$ cat src/rtl/if_fetch_pkg.sv
// Shared types and constants for the instruction-fetch stage.
// Holds the fetch FSM state encoding and default bus widths / NOP word.
// Optional error-response support is enabled by defining IF_FETCH_FAULT_EN.
package if_fetch_pkg;

  localparam int unsigned IF_ADDR_W = 32;
  localparam int unsigned IF_DATA_W = 32;

  // addi x0,x0,0 -- the canonical RISC-V NOP
  localparam logic [31:0] INST_NOP = 32'h0000_0013;

  typedef enum logic [1:0] {
    FETCH_IDLE = 2'd0,
    FETCH_WAIT = 2'd1,
    FETCH_DROP = 2'd2
  } fetch_state_e;

endpackage

$ cat src/rtl/if_fetch_skid.sv
// One-entry skid buffer holding a fetched word (data, address, optional fault) while decode stalls.
// Latency: a pushed entry is visible on the outputs the cycle after the push.
// Backpressure: the owner must not push while full; clr or rst empties it synchronously. Fault bit under IF_FETCH_FAULT_EN.
module if_skid_buf #(
  parameter int ADDR_W = 32,
  parameter int DATA_W = 32
) (
  input  logic              clk,
  input  logic              rst,
  input  logic              push,
  input  logic              pop,
  input  logic              clr,
  input  logic [DATA_W-1:0] push_data,
  input  logic [ADDR_W-1:0] push_addr,
`ifdef IF_FETCH_FAULT_EN
  input  logic              push_fault,
  output logic              fault,
`endif
  output logic              full,
  output logic [DATA_W-1:0] data,
  output logic [ADDR_W-1:0] addr
);

  logic              full_q, full_d;
  logic [DATA_W-1:0] data_q, data_d;
  logic [ADDR_W-1:0] addr_q, addr_d;
`ifdef IF_FETCH_FAULT_EN
  logic              fault_q, fault_d;
`endif

  // Next-state: clear beats push beats pop; payload only loads on push
  always_comb begin
    full_d = full_q;
    data_d = data_q;
    addr_d = addr_q;
`ifdef IF_FETCH_FAULT_EN
    fault_d = fault_q;
`endif
    if (rst || clr) begin
      full_d = 1'b0;
    end else if (push) begin
      full_d = 1'b1;
      data_d = push_data;
      addr_d = push_addr;
`ifdef IF_FETCH_FAULT_EN
      fault_d = push_fault;
`endif
    end else if (pop) begin
      full_d = 1'b0;
    end
  end

  // Entry storage
  always_ff @(posedge clk) begin
    full_q <= full_d;
    data_q <= data_d;
    addr_q <= addr_d;
`ifdef IF_FETCH_FAULT_EN
    fault_q <= fault_d;
`endif
  end

  assign full = full_q;
  assign data = data_q;
  assign addr = addr_q;
`ifdef IF_FETCH_FAULT_EN
  assign fault = fault_q;
`endif

endmodule

$ cat src/rtl/if_fetch.sv
// Instruction fetch: one outstanding req/gnt/rvalid transaction per PC, result registered into IF/ID.
// Latency: grant cycle, then rvalid (>=1 cycle later); inst_o updates the cycle after rvalid (max 1 inst / 2 cycles).
// Backpressure: hold_req_o freezes the PC until grant; a decode stall parks the word in a 1-entry skid. IF_FETCH_FAULT_EN adds error ports.
module if_fetch
  import if_fetch_pkg::*;
#(
  parameter int                ADDR_W   = IF_ADDR_W,
  parameter int                DATA_W   = IF_DATA_W,
  parameter logic [DATA_W-1:0] NOP_INST = DATA_W'(INST_NOP)
) (
  input  logic              clk,
  input  logic              rst,
  input  logic [ADDR_W-1:0] pc_i,
  input  logic              jump_flag_i,
  input  logic              id_stall_i,
  output logic              hold_req_o,
  output logic              ibus_req_o,
  output logic [ADDR_W-1:0] ibus_addr_o,
  input  logic              ibus_gnt_i,
  input  logic              ibus_rvalid_i,
  input  logic [DATA_W-1:0] ibus_rdata_i,
`ifdef IF_FETCH_FAULT_EN
  input  logic              ibus_err_i,
  output logic              inst_fault_o,
`endif
  output logic [DATA_W-1:0] inst_o,
  output logic [ADDR_W-1:0] inst_addr_o,
  output logic              inst_valid_o
);

  fetch_state_e      state_q, state_d;
  logic [ADDR_W-1:0] req_addr_q, req_addr_d;
  logic [DATA_W-1:0] inst_q, inst_d;
  logic [ADDR_W-1:0] inst_addr_q, inst_addr_d;
  logic              inst_valid_q, inst_valid_d;

  logic              skid_full;
  logic [DATA_W-1:0] skid_data;
  logic [ADDR_W-1:0] skid_addr;
  logic              grant;
  logic              deliver;
  logic              skid_push;
  logic              skid_pop;
  logic [DATA_W-1:0] rsp_data;
`ifdef IF_FETCH_FAULT_EN
  logic              skid_fault;
  logic              inst_fault_q, inst_fault_d;
`endif

  // Request/handshake decode; a response is only meaningful while WAIT and no jump
  always_comb begin
    ibus_req_o = (state_q == FETCH_IDLE) && !rst && !jump_flag_i && !skid_full;
    grant      = ibus_req_o && ibus_gnt_i;
    hold_req_o = !grant;
    deliver    = (state_q == FETCH_WAIT) && ibus_rvalid_i && !jump_flag_i;
    skid_push  = deliver && id_stall_i;
    skid_pop   = skid_full && !id_stall_i;
`ifdef IF_FETCH_FAULT_EN
    rsp_data   = ibus_err_i ? NOP_INST : ibus_rdata_i;
`else
    rsp_data   = ibus_rdata_i;
`endif
  end

  assign ibus_addr_o = pc_i;

  // FSM next state and captured request address
  always_comb begin
    state_d    = state_q;
    req_addr_d = grant ? pc_i : req_addr_q;
    if (rst) begin
      state_d = FETCH_IDLE;
    end else begin
      unique case (state_q)
        FETCH_IDLE: if (grant) state_d = FETCH_WAIT;
        FETCH_WAIT: begin
          if (ibus_rvalid_i)    state_d = FETCH_IDLE;
          else if (jump_flag_i) state_d = FETCH_DROP;
        end
        FETCH_DROP: if (ibus_rvalid_i) state_d = FETCH_IDLE;
        default:    state_d = FETCH_IDLE;
      endcase
    end
  end

  // IF/ID register: flush > skid drain > fresh delivery > stall hold > bubble
  always_comb begin
    inst_d       = inst_q;
    inst_addr_d  = inst_addr_q;
    inst_valid_d = inst_valid_q;
`ifdef IF_FETCH_FAULT_EN
    inst_fault_d = inst_fault_q;
`endif
    if (rst) begin
      inst_d       = NOP_INST;
      inst_addr_d  = '0;
      inst_valid_d = 1'b0;
`ifdef IF_FETCH_FAULT_EN
      inst_fault_d = 1'b0;
`endif
    end else if (jump_flag_i) begin
      inst_d       = NOP_INST;
      inst_valid_d = 1'b0;
`ifdef IF_FETCH_FAULT_EN
      inst_fault_d = 1'b0;
`endif
    end else if (skid_pop) begin
      inst_d       = skid_data;
      inst_addr_d  = skid_addr;
      inst_valid_d = 1'b1;
`ifdef IF_FETCH_FAULT_EN
      inst_fault_d = skid_fault;
`endif
    end else if (deliver && !id_stall_i) begin
      inst_d       = rsp_data;
      inst_addr_d  = req_addr_q;
      inst_valid_d = 1'b1;
`ifdef IF_FETCH_FAULT_EN
      inst_fault_d = ibus_err_i;
`endif
    end else if (!id_stall_i) begin
      inst_d       = NOP_INST;
      inst_valid_d = 1'b0;
`ifdef IF_FETCH_FAULT_EN
      inst_fault_d = 1'b0;
`endif
    end
  end

  // State registers
  always_ff @(posedge clk) begin
    state_q      <= state_d;
    req_addr_q   <= req_addr_d;
    inst_q       <= inst_d;
    inst_addr_q  <= inst_addr_d;
    inst_valid_q <= inst_valid_d;
`ifdef IF_FETCH_FAULT_EN
    inst_fault_q <= inst_fault_d;
`endif
  end

  if_skid_buf #(
    .ADDR_W (ADDR_W),
    .DATA_W (DATA_W)
  ) u_skid (
    .clk        (clk),
    .rst        (rst),
    .push       (skid_push),
    .pop        (skid_pop),
    .clr        (jump_flag_i),
    .push_data  (rsp_data),
    .push_addr  (req_addr_q),
`ifdef IF_FETCH_FAULT_EN
    .push_fault (ibus_err_i),
    .fault      (skid_fault),
`endif
    .full       (skid_full),
    .data       (skid_data),
    .addr       (skid_addr)
  );

  assign inst_o       = inst_q;
  assign inst_addr_o  = inst_addr_q;
  assign inst_valid_o = inst_valid_q;
`ifdef IF_FETCH_FAULT_EN
  assign inst_fault_o = inst_fault_q;
`endif

endmodule
$ cat config.mk
export PLATFORM = sky130hd
export DESIGN_NAME = if_fetch
export DESIGN_NICKNAME = d
export VERILOG_FILES = /design/src/rtl/if_fetch_pkg.sv /design/src/rtl/if_fetch_skid.sv /design/src/rtl/if_fetch.sv
export SDC_FILE = /design/constraint.sdc
export NUM_CORES = 1
export LEC_CHECK = 0
export BUFFER_PORTS_ARGS = -buffer_cell sky130_fd_sc_hd__buf_2
export CORE_UTILIZATION = 23
export CTS_CLUSTER_SIZE = 20
export DETAILED_ROUTE_END_ITERATION = 8
export SLEW_MARGIN = 20
export SYNTH_ARGS = -nofsm -noshare
export SYNTH_HDL_FRONTEND = slang
export SYNTH_SLANG_ARGS = --single-unit
$ cat constraint.sdc
create_clock -name clk -period 5.35 [get_ports clk]
set_input_delay 0.2675 -clock clk [delete_from_list [all_inputs] [get_ports clk]]
set_output_delay 0.2675 -clock clk [all_outputs]
set_load 0.01 [all_outputs]
==> results by stage, run 1 <==
Outcome:
- The run finished with clean final reports.

Yosys:
- The most frequently used cell type in the post-synthesis netlist is edfxtp_1.
- edfxtp_1 takes more of the synthesized area than any other cell.
- Counting flops and latches in the post-synthesis netlist gives 164.
- The post-synth design cell area is 0.00676 mm2.
- In this run, synthesis inferred 96 flip-flops with an integrated enable.
- For this run, the number of Yosys warnings is 0.
- By area the synthesized netlist is led by edfxtp_1, dfxtp_1, a41oi_2.
- In the synthesized netlist the async set-or-reset flop fraction comes to 0%.
- The post-synthesis average cell area is 12.8 um2.
- Synthesis handed over a netlist of 530 instances.
- Sorting the synthesized cells by how often they occur yields edfxtp_1, dfxtp_1, nand3_1.
- Of the synthesized area, sequential elements account for between 60% and 70%.
- The top-area cell type share of the netlist area is a little over two fifths.
- The net count after synthesis is 600.
- The most used flip-flop cell after synthesis is edfxtp_1.
- The distinct cell type count after synthesis is 36.

Routing:
- The initial DRC count is between 300 and 400.
- The wire length on met2 is 7910 um.
- The per-cell via count in the routed design is 4.46.
- Wires add up to 17200 um.
- The highest layer touched by signal routing is met5.
- The final route contains about 4600 vias.
- Detailed routing placed a total of roughly 900 um of wire on met3.
- The first-pass iteration count of the detailed router is 4.
- The met1 wire length is 8090 um.
- Once detail routing completed, the nets flagged for antenna violations numbered 0.
- The post-detailed-route wirelength per cell is 16.5 um.
- The number of remaining DRC errors is 0.

STA:
- The relative slew slack is 29.5%.
- The final-layout worst hold slack is 0.0281 ns.
- The post-route clock period utilization is between 50 and 60%.
- For the pin with the worst max-slew slack, the measured transition is roughly 1.1 ns.
- The maximum operating frequency is approximately 0.35 GHz.
- The count of final hold-check violations is 0.
- Setup repair after global routing left no endpoint under its margin.
- The minimum period implied by the final worst setup slack is around 2.9 ns.
- The count of pins over their slew limit is 0.
- Between clock sinks in the finished design, the worst skew comes to a little over 0.008 ns.
- The setup-violating endpoint count in the final report is 0.
- In the final timing run, aggregate negative setup slack is 0 ns.

Floorplan:
- The horizontal die dimension is 173 um.
- The count of pins on the block boundary is 169.
- The number of rows created at floorplan is 62.
- The core footprint is about 0.029 mm2.
- The area enclosed by the die boundary is roughly 0.030 mm2.
- The die boundary height is 173 um.
- The starting utilization of the core area is 23.5%.

Worst hold path:
- The class of the most critical hold timing path is input port to flop.

Finish:
- The post-route netlist has roughly two fifths of its cells at a drive strength greater than 1.
- The post-layout net count is a little over 700.
- The footprint of the flip-flops and latches is approximately 0.0042 mm2.
- The count of fill cells added during filler insertion is 2937.
- Summing all multi-input logic gate instances after layout gives 0.00200 mm2.
- The repair_antennas step left the layout with diodes totalling 0.
- Once layout is complete, the utilization of the core stands at ~29%.
- The growth of design area from synthesis to finish is 21.9%.

Critical path:
- The peak fanout along the critical path is 34.
- STA puts the critical path data arrival time at 2.95 ns.
- The type of the setup path with the least slack is flop to flop.
- STA classifies the critical path endpoint as a flop.
- The worst setup path is launched from a flop.
- The critical path required time is 5.44 ns.

Clock tree:
- The post-cts resize count is 0.
- Counting the buffers created by CTS gives 17.
- The number of buffers on the longest clock path is 2.
- The TritonCTS clock tree is yes.
- Once the clock tree was built, the setup fixing pass inserted 0 buffers.
- The clock slew seen by the registers of the worst setup and hold paths is roughly 0.07 ns.
- The clock network latency to the later pin of the worst-skew pair is 0.42 ns.
- The clock tree synthesis step divided the H-tree into 4 levels.
- The clock net in this run drives a total of 164 sinks.
- The clock tree root driver cell is clkbuf_16.

Global route:
- The number of antenna violations at the first check in global routing was 1.
- In the global route stage, overall resource usage came out at between 10% and 20%.
- Summed over all layers, the global routing overflow is 0.
- The number of global-route vias before repair is 4568.
- The wire length of the first global-routing pass is 26100 um.
- Entering global routing, the biggest net connects 100 pins.

Run:
- The max-cap check violation count is 0.

Pwr:
- The worst-case IR drop observed on VDD is around 200 uV.
- For this design the static power due to leakage is 2.77 nW.
- Power spread over the standard cell area amounts to 333 mW/mm2.

Place:
- The placer congestion estimate is ~0.7.
- The HPWL after detailed placement is 10400 um.
- The count of buffers added on input and output ports is 168.
## where the power goes
| group | switching (mW) | total, mW | internal [mW] |
|---|---|---|---|
| logic | 0.0992 | 0.155 | 0.0560 |
| clock network | 0.575 | 1.22 | 0.647 |
| registers | 0.0154 | 1.37 | 1.35 |
## stage by stage
step           instance area (um2)  power [mW]  cells  worst slack (ns)
2_1_floorplan                 6760        1.49    530              1.34
3_3_place_gp                  7620        1.55   1004              2.06
3_5_place_dp                  7620        1.55   1004              2.02
4_1_cts                       8240        2.79   1040              2.35
5_1_grt                       8250        2.85   1040              2.23
6_report                      8250        2.75   1040              2.49
## routing by layer
metal | global-route usage, % | vias up
met5 | 0 | -
met4 | 3.95 | 2
met3 | 3.18 | 16
met2 | 17.8 | 134
met1 | 14.9 | 2270
li1 | - | 2220
## what timing repair did
action / 4_1_cts / 5_1_grt
endpoints found under the hold margin: 4 / 0
setup endpoints to repair: 0 / 0
hold buffers: 4 / 0
## sequential cells by signal, indices dropped and copies added, names as in the netlist
name	count
state_q	2
u_skid.data	32
inst_addr_o	32
inst_valid_o	1
inst_o	32
u_skid.addr	32
req_addr_q	32
u_skid.full	1
## worst max-delay path, cell delays in order (launching register included)
cell      delay (ns)
dfxtp_1         0.37
nand3b_2        0.82
nor2_4          0.85
buf_4           0.45
## layout by cell type, fill, tap and decap left out, types with 5 or more instances in the layout
cell type,instances
buf_2,168
edfxtp_1,96
dfxtp_1,67
nand3_1,44
nand3b_1,35
nand2_1,34
a21oi_1,33
a32oi_1,29
o21ai_0,29
nand3_2,21
a41oi_2,20
clkbuf_16,18
a41oi_1,12
inv_6,6
inv_8,5
buf_4,5
## cell type report
class,instances,share of cell area (%)
Inverter,5,0.228
Clock buffer,18,5.46
Clock inverter,14,1.55
Tap cell,384,5.83
Multi-Input combinational cell,278,24.3
Timing Repair Buffer,177,11.1
Sequential cell,164,51.5
## path summary, 6_finish.rpt
path / startpoint / end / slack, ns / cells after the start
worst min register to register: req_addr_q[4] / u_skid.addr[4] / 0.45 / 0
worst max-delay path: state_q[1] / u_skid.addr[30] / 2.49 / 3
worst min-delay path: pc_i[6] / req_addr_q[6] / 0.03 / 1
worst max register to register: state_q[1] / u_skid.addr[30] / 2.49 / 3
## cells by family after synthesis
family,count (synthesis),synth area share [%]
flops,164,62.8
compound gates,127,15.3
simple gates,150,13.8
buf+inv,88,7.97
mux,1,0.167
No activity file was read; power rests on OpenSTA's default activity.
==> inputs of run 2 (changes only) <==
==> constraint.sdc (replaced) <==
create_clock -name clk -period 2.7 [get_ports clk]
set_input_delay 0.135 -clock clk [delete_from_list [all_inputs] [get_ports clk]]
set_output_delay 0.135 -clock clk [all_outputs]
set_load 0.01 [all_outputs]
==> run 2 against run 1 <==
- critical path type is now flop to output pin
- register-to-register slack worse by 1.9 ns
- sequential power up 98%
- count of clock-buffer cells in the layout unchanged
- core utilization up 2.3 points
- critical endpoint is now ibus_req_o
==> results by stage, run 2 (same netlist as run 1, synthesis figures left out) <==
Finish:
- The footprint of the flip-flops and latches came to 0.00425 mm2 (unchanged).
- Leaving out fill and tap cells, the most frequent cell in the layout is buf_2.
- The number of non-filler instances in the completed layout was 1111 (+6.8%).
- The library cells used most frequently in the layout, excluding fill and tap cells, are buf_2, edfxtp_1, dfxtp_1.
- The area occupied by multi-input gates is 0.00200 mm2 (-0.31%).
- The summed area of non-filler cells in the final layout is 0.00891 mm2 (+8.1%).
- The count of fill cells added during filler insertion is 2894 (-1.5%).
- The post-layout net count is 783 (+9.8%).
- The growth of design area from synthesis to finish is 31.8%.
- The fraction of final layout cells sized beyond drive strength 1 is 36.4% (-3.0 points).

STA:
- The post-route clock period utilization is 83.7%.
- The measured slew at the worst slew-check pin was 0.924 ns (-0.133 ns).
- The final-layout worst hold slack is 0.0695 ns (+0.0414 ns).
- The smallest clock period supported by the final layout is computed as 2.26 ns.
- Timing would allow up to 0.443 GHz.
- The count of pins over their slew limit was 0 (unchanged).
- The count of final hold-check violations is 0 (unchanged).
- The relative slew slack is 38.4% (+8.9 points).
- Setup repair after global routing left no endpoint under its margin.
- The least setup slack across all paths after layout is 0.441 ns (-2.05 ns).
- The worst clock skew on the final layout was 0.0134 ns (+0.00512 ns).
- The setup-violating endpoint count in the final report is 0 (unchanged).
- The setup TNS after final layout is 0 ns (unchanged).

Place:
- The worst setup timing slack at the placement stage was 0.580 ns (-1.44 ns).
- The placer congestion estimate is 0.699 (-0.57%).
- The instance count after placement with tap cells included came to 1013 (+0.90%).
- The instance area at placement came to 0.00770 mm2 (+1.0%).
- The count of buffers inserted at the top-level ports was 168 (unchanged).
- The HPWL after detailed placement is 11000 um (+5.3%).

Clock tree:
- The clock slew seen by the registers of the worst setup and hold paths is 0.07 ns (about the same).
- The clock tree root driver cell is clkbuf_16.
- The clock net sink count is 164 (unchanged).
- The number of CTS-inserted buffers is 17 (unchanged).
- The maximum level of the CTS H-tree is 4 (unchanged).
- The TritonCTS clock tree is yes.
- The number of buffers on the longest clock path is 2 (unchanged).
- The post-cts resize count is 0 (unchanged).
- The clock network latency to the later pin of the worst-skew pair is 0.43 ns (about the same).

Global route:
- The global routing met3 resource utilization is 4.14% (+0.96 points).
- The number of antenna violations at the first check in global routing is 1 (unchanged).
- The overall overflow remaining after global route is 0 (unchanged).
- The number of global-route vias before repair is 5056 (+11%).
- The most crowded layer after global routing is met2.
- The largest net degree at the start of global routing is 65 (-35%).
- The wire length of the first global-routing pass is 29300 um (+12%).
- The global-route usage over all layers is 12.8% (+1.5 points).
- The met2 usage is 21.5% (+3.7 points).
- The met1 track demand over resource is 15.7% (+0.78 points).

Critical path:
- The endpoint class of the critical path is an output pin.
- The critical path required time is 2.57 ns (-2.87 ns).
- The worst setup path is of the flop to output pin kind.
- The nature of the critical path startpoint is a flop.
- The worst register-to-register path begins at u_skid.full.
- The capturing element of the worst setup path is ibus_req_o.
- The reg-to-reg setup timing slack is 0.60 ns (-1.89 ns).
- The peak fanout along the critical path is 59 (+74%).
- The signal arrival time at the worst endpoint was 2.12 ns (-0.83 ns).
- The worst reg2reg path depth is 4 (+1).
- In this run the worst setup path begins at u_skid.full.
- The terminus of the critical flop-to-flop path is inst_o[0].

Pwr:
- The part of the power in the clock network is 43.0% (-1.5 points).
- The leakage component of the power is 3.05 nW (+10%).
- The switching share of power came to 24.1% (-0.99 points).
- The total net switching power is 1.31 mW (+91%).
- The sequential share of power is 49.8% (about the same).
- The portion of total power attributed to combinational logic is 7.2% (+1.6 points).
- The total power per unit cell area was 612 mW/mm2 (+84%).
- The maximum ir drop on the vdd rail is 398 uV (+100%).
- The internal power is 4.14 mW (+100%).

Floorplan:
- The horizontal die dimension is 173 um (unchanged).
- The count of pins on the block boundary is 169 (unchanged).
- The area enclosed by the die boundary is 0.0301 mm2 (unchanged).
- The starting utilization of the core area is 23.5% (unchanged).
- The die boundary height is 173 um (unchanged).
- The core footprint is 0.0288 mm2 (unchanged).
- The number of rows created at floorplan is 62 (unchanged).

Routing:
- The vias after detailed routing is 5028 (+8.3%).
- The total wirelength of the detailed-routed design is 19000 um (+11%).
- The first-pass iteration count of the detailed router is 4 (unchanged).
- The post-detailed-route wirelength per cell was 17.1 um (+3.7%).
- The number of remaining DRC errors is 0 (unchanged).
- The post-route antenna net violation count is 0 (unchanged).
- The initial DRC count is 283 (-11%).
- The per-cell via count in the routed design was 4.53 (+1.4%).

Outcome:
- The run finished with clean final reports.

Worst hold path:
- The class of the most critical hold timing path is input port to flop.

Run:
- The max-cap check violation count was 0 (unchanged).
run 2: worst max-delay path, cell delays in order, from the launching register on:
cell     delay [ns]
dfxtp_4        0.47
buf_4          0.39
nor4_1         0.59
buf_2          0.23
run 2: layout make-up:
| class | count | area share (%) |
|---|---|---|
| Multi-Input combinational cell | 278 | 22.4 |
| Clock buffer | 18 | 4.82 |
| Clock inverter | 14 | 1.45 |
| Antenna cell | 1 | 0.0281 |
| Tap cell | 384 | 5.39 |
| Timing Repair Buffer | 247 | 18.1 |
| Inverter | 5 | 0.211 |
| Sequential cell | 164 | 47.7 |
run 2: how the worst min path moves through the flow:
stage / from / to / slack [ns] / depth (start not counted)
after global routing: rst / inst_addr_o[24] / 0.08 / 2
after CTS: rst / inst_addr_o[24] / 0.05 / 2
final: rst / inst_addr_o[24] / 0.07 / 2
after floorplan: ibus_rvalid_i / state_q[1] / 0.21 / 1
after detailed placement: ibus_rdata_i[0] / u_skid.data[0] / 0.32 / 1
after global placement: pc_i[13] / req_addr_q[13] / 0.33 / 1
run 2: through the flow:
stage	util [%]	total power [mW]
3_3_place_gp	26.8	3.09
4_1_cts	31.0	5.53
5_1_grt	31.0	5.66
6_report	31.0	5.45
3_5_place_dp	26.8	3.09
2_1_floorplan	-	2.96
run 2: timing repair:
| action | 4_1_cts | 5_1_grt |
|---|---|---|
| endpoints found under the setup margin | 0 | 0 |
| hold endpoints to repair | 65 | 0 |
| setup buffers | 0 | 0 |
| hold buffers | 65 | 0 |
run 2: routing by layer:
layer	vias up	share of wire (%)	wire [um]
met5	-	0	0
met4	0	1.2	237
met3	15	6.0	1140
met2	160	48	9180
met1	2488	44	8440
li1	2365	-	-
run 2: power by group through the flow:
stage               Clock, mW  Combinational (mW)  Sequential, mW
floorplan                   0               0.184            2.77
global placement            0               0.319            2.77
detailed placement          0               0.323            2.77
CTS                      2.42               0.396            2.71
global route             2.52               0.426            2.72
finish                   2.34               0.394            2.71
==> inputs of run 3 (changes only) <==
--- a/config.mk
+++ b/config.mk
@@ -5,6 +5,7 @@
 export SDC_FILE = /design/constraint.sdc
 export NUM_CORES = 1
 export LEC_CHECK = 0
+export ABC_AREA = 1
 export BUFFER_PORTS_ARGS = -buffer_cell sky130_fd_sc_hd__buf_2
 export CORE_UTILIZATION = 23
 export CTS_CLUSTER_SIZE = 20
==> constraint.sdc (replaced) <==
create_clock -name clk -period 2 [get_ports clk]
set_input_delay 0.1 -clock clk [delete_from_list [all_inputs] [get_ports clk]]
set_output_delay 0.1 -clock clk [all_outputs]
set_load 0.01 [all_outputs]
==> run 3 against run 2 <==
- synthesized cell count is 23% higher
- critical endpoint is now hold_req_o
- register-to-register slack worse by 0.03 ns
- power increased by 38%
- sequential cell count did not move
- worst setup slack got worse by 0.10 ns
- combinational power grew 23%
- critical path type is now input port to output pin
- first-iteration DRC count fell by 43%
- sequential power increased by 34%
==> results by stage, run 3 <==
Global route:
- The number of global-route vias before repair is 4962 (-1.9%).
- The overall overflow remaining after global route is 0 (unchanged).
- The largest net degree at the start of global routing is 66 (+1.5%).
- The wire length of the first global-routing pass is 26100 um (-11%).
- The global-route usage over all layers was 11.7% (-1.1 points).
- The number of antenna violations at the first check in global routing is 0 (-1).

Worst hold path:
- The class of the most critical hold timing path is input port to flop.
- The startpoint identified for the worst hold timing path is ibus_gnt_i.
- The worst hold path stage count is 3 (+1).
- The path with the worst hold slack has its endpoint at state_q[0].

STA:
- The count of pins over their slew limit is 0 (unchanged).
- The measured slew at the worst slew-check pin is 0.743 ns (-0.181 ns).
- The worst path uses between 80 and 90% of the clock period.
- The setup-violating endpoint count in the final report came to 0 (unchanged).
- The count of final hold-check violations is 0 (unchanged).
- The clock period could shrink to 1.66 ns.
- For this run, the top clock speed supported by timing is 0.603 GHz.
- Setup repair after global routing left no endpoint under its margin.
- The relative slew slack came to 50.5% (+12 points).
- The final-layout worst hold slack is 0.0559 ns (-0.0136 ns).
- The setup TNS after final layout is 0 ns (unchanged).
- The worst clock skew on the final layout was 0.0106 ns (-0.00285 ns).

Place:
- The HPWL after detailed placement is 10500 um (-4.7%).
- The placer congestion estimate was 0.764 (+9.2%).
- The count of buffers inserted at the top-level ports came to 168 (unchanged).
- The instance area at placement is 0.00761 mm2 (-1.1%).

Pwr:
- The internal power is 5.87 mW (+42%).
- The leakage component of the power is 3.68 nW (+21%).
- The maximum ir drop on the vdd rail is 455 uV (+14%).
- The total power per unit cell area is 844 mW/mm2 (+38%).
- The sequential share of power is 48.4% (-1.4 points).
- The total net switching power is 1.63 mW (+24%).
- The part of the power in the clock network was 45.1% (+2.1 points).
- The portion of total power attributed to combinational logic is 6.5% (-0.7 points).
- The switching share of power is 21.7% (-2.4 points).
- The total power is 7.50 mW (+38%).

Yosys:
- The post-synth design cell area was 0.00661 mm2 (-2.3%).
- The sequential cell area fraction in the yosys report is 64.2% (+1.5 points).
- Yosys attributes the largest share of cell area to edfxtp_1, dfxtp_1, nand2_1.
- The net count after synthesis is 723 (+21%).
- The register bit count reported by yosys was 164 (unchanged).
- The number of instances in the synthesized netlist was 653 (+23%).
- By count the netlist is led by nand2_1, edfxtp_1, a21oi_1.
- The fraction of synthesis flops using an asynchronous set or reset pin is 0% (unchanged).
- The top-area cell type share of the netlist area is 43.6% (+1.0 points).
- The Yosys warning count is 0 (unchanged).
- The post-synthesis average cell area is 10.1 um2 (-21%).
- The count of flip-flops with a built-in enable after synthesis is 96 (unchanged).
- For this run, the leading register cell type out of synthesis is edfxtp_1.
- The distinct cell type count after synthesis is 26 (-28%).
- In the post-synthesis netlist, the cell with the most instances is nand2_1.
- The most area-hungry cell type in the Yosys netlist is edfxtp_1.

Routing:
- The number of remaining DRC errors is 0 (unchanged).
- The first-pass iteration count of the detailed router is 4 (unchanged).
- The post-detailed-route wirelength per cell was 13.6 um (-20%).
- The post-route antenna net violation count was 0 (unchanged).
- The per-cell via count in the routed design is 4.08 (-9.9%).
- The total wirelength of the detailed-routed design is 16800 um (-11%).
- The vias after detailed routing is 5039 (+0.22%).
- The initial DRC count is 160 (-43%).

Finish:
- The post-layout net count is 916 (+17%).
- The final standard cell utilization of the core is 31.7% (+0.74 points).
- In the layout the commonest cells are buf_2, nand2_1, edfxtp_1.
- The fraction of final layout cells sized beyond drive strength 1 is 27.2% (-9.2 points).
- The summed area of non-filler cells in the final layout is 0.00888 mm2 (-0.34%).
- The count of fill cells added during filler insertion is 2923 (+1.0%).
- The most common cell after layout, fill and taps aside is buf_2.
- The final antenna diode count was 0 (-1).
- From synthesis to final layout, the design area changed by 34.5%.

Clock tree:
- The clock network latency to the later pin of the worst-skew pair came to 0.42 ns (about the same).
- The clock slew seen by the registers of the worst setup and hold paths is 0.06 ns (about the same).
- The number of buffers added for setup after CTS is 0 (unchanged).
- The number of CTS-inserted buffers is 17 (unchanged).
- The TritonCTS clock tree is yes.
- The clock tree root driver cell is clkbuf_16.
- The number of buffers on the longest clock path is 2 (unchanged).
- The clock net sink count is 164 (unchanged).
- The maximum level of the CTS H-tree came to 4 (unchanged).

Critical path:
- Traced cell by cell, the critical path runs through dlygate4sd3_1 -> buf_2 -> nor2_2 -> nand2_1 -> nor3_2 -> nand2_1 -> buf_2.
- The slowest stage cell on the critical path is dlygate4sd3_1.
- The critical path required time came to 1.90 ns (-0.67 ns).
- The peak fanout along the critical path is 5 (-92%).
- The buffering stage count on the worst path with inverters included is 3 (+1).
- The terminus of the critical flop-to-flop path is inst_o[26].
- The worst reg2reg path depth is 6 (+2).
- The launch instance of the worst register-to-register path is state_q[1].
- The delay of the slowest cell on the worst path came to 0.54 ns (-0.05 ns).
- The endpoint class of the critical path is an output pin.
- The most critical setup path has its startpoint at jump_flag_i.
- The reg-to-reg setup timing slack is 0.57 ns (-0.03 ns).
- The critical path is of the input port to output pin type.
- The worst setup path is launched from an input port.
- On the critical path the largest part of the delay comes from buffers and inverters.
- The signal arrival time at the worst endpoint is 1.56 ns (-0.56 ns).

Floorplan:
- The horizontal die dimension is 171 um (-1.2%).
- The area enclosed by the die boundary is 0.0294 mm2 (-2.3%).
- The core footprint is 0.0280 mm2 (-2.7%).
- The count of pins on the block boundary is 169 (unchanged).
- The die boundary height came to 171 um (-1.2%).
- The starting utilization of the core area is 23.6% (+0.087 points).
- The number of rows created at floorplan was 61 (-1.6%).

Run:
- The max-cap check violation count is 0 (unchanged).

Outcome:
- The flow ran to the end, and the final reports show no timing, DRC or antenna violations.
run 3: cell type report:
class / instances / area (um2) / share of cell area, %
Sequential cell: 164 / 4240 / 47.8
Multi-Input combinational cell: 373 / 1730 / 19.5
Timing Repair Buffer: 249 / 1660 / 18.7
Tap cell: 378 / 473 / 5.32
Clock buffer: 19 / 454 / 5.11
Inverter: 41 / 163 / 1.83
Clock inverter: 12 / 153 / 1.72
run 3: power groups by stage:
stage / Sequential (mW) / Combinational [mW] / Clock [mW]
floorplan: 3.71 / 0.218 / 0
global placement: 3.70 / 0.383 / 0
detailed placement: 3.70 / 0.387 / 0
CTS: 3.63 / 0.486 / 3.49
global route: 3.63 / 0.537 / 3.61
finish: 3.63 / 0.485 / 3.38
run 3: worst reg2reg max path: cells and delay by family (launching register included):
kind                   cells  cell delay, ns
AOI/OAI and AO/OA          1            0.14
and+or+nand+nor            3            0.53
buffers and inverters      2            0.33
DFF                        1            0.36
run 3: what timing repair did:
action	in CTS	in global routing
resized for setup	0	0
hold buffers	66	0
hold endpoints to repair	96	0
run 3: per-stage QoR:
| step | worst slack, ns | instances |
|---|---|---|
| 6_report | 0.340 | 1236 |
| 4_1_cts | 0.327 | 1236 |
| 3_5_place_dp | 0.537 | 1139 |
| 2_1_floorplan | 0.00234 | 653 |
| 5_1_grt | 0.204 | 1236 |
| 3_3_place_gp | 0.570 | 1139 |
run 3: routing by layer:
layer  wire (um)  up-vias  GRT usage, %
met5           0        -             0
met2        8170      126          19.7
met1        7670     2329          14.4
met3         564       27          2.14
met4         416        0          5.59
li1            -     2557             -
run 3: worst max path at each step:
stage	end	slack [ns]	depth (start not counted)
2_1_floorplan	u_skid.addr[0]	0.002	4
3_3_place_gp	u_skid.addr[17]	0.57	5
3_5_place_dp	req_addr_q[11]	0.54	7
4_1_cts	hold_req_o	0.33	7
5_1_grt	hold_req_o	0.20	7
6_report	hold_req_o	0.34	7
run 3: cell families after synthesis:
family / after synthesis / synth area share (%)
and+or+nand+nor: 248 / 15.9
DFF: 164 / 64.2
AOI/OAI and AO/OA: 125 / 10.1
buffers and inverters: 116 / 9.70
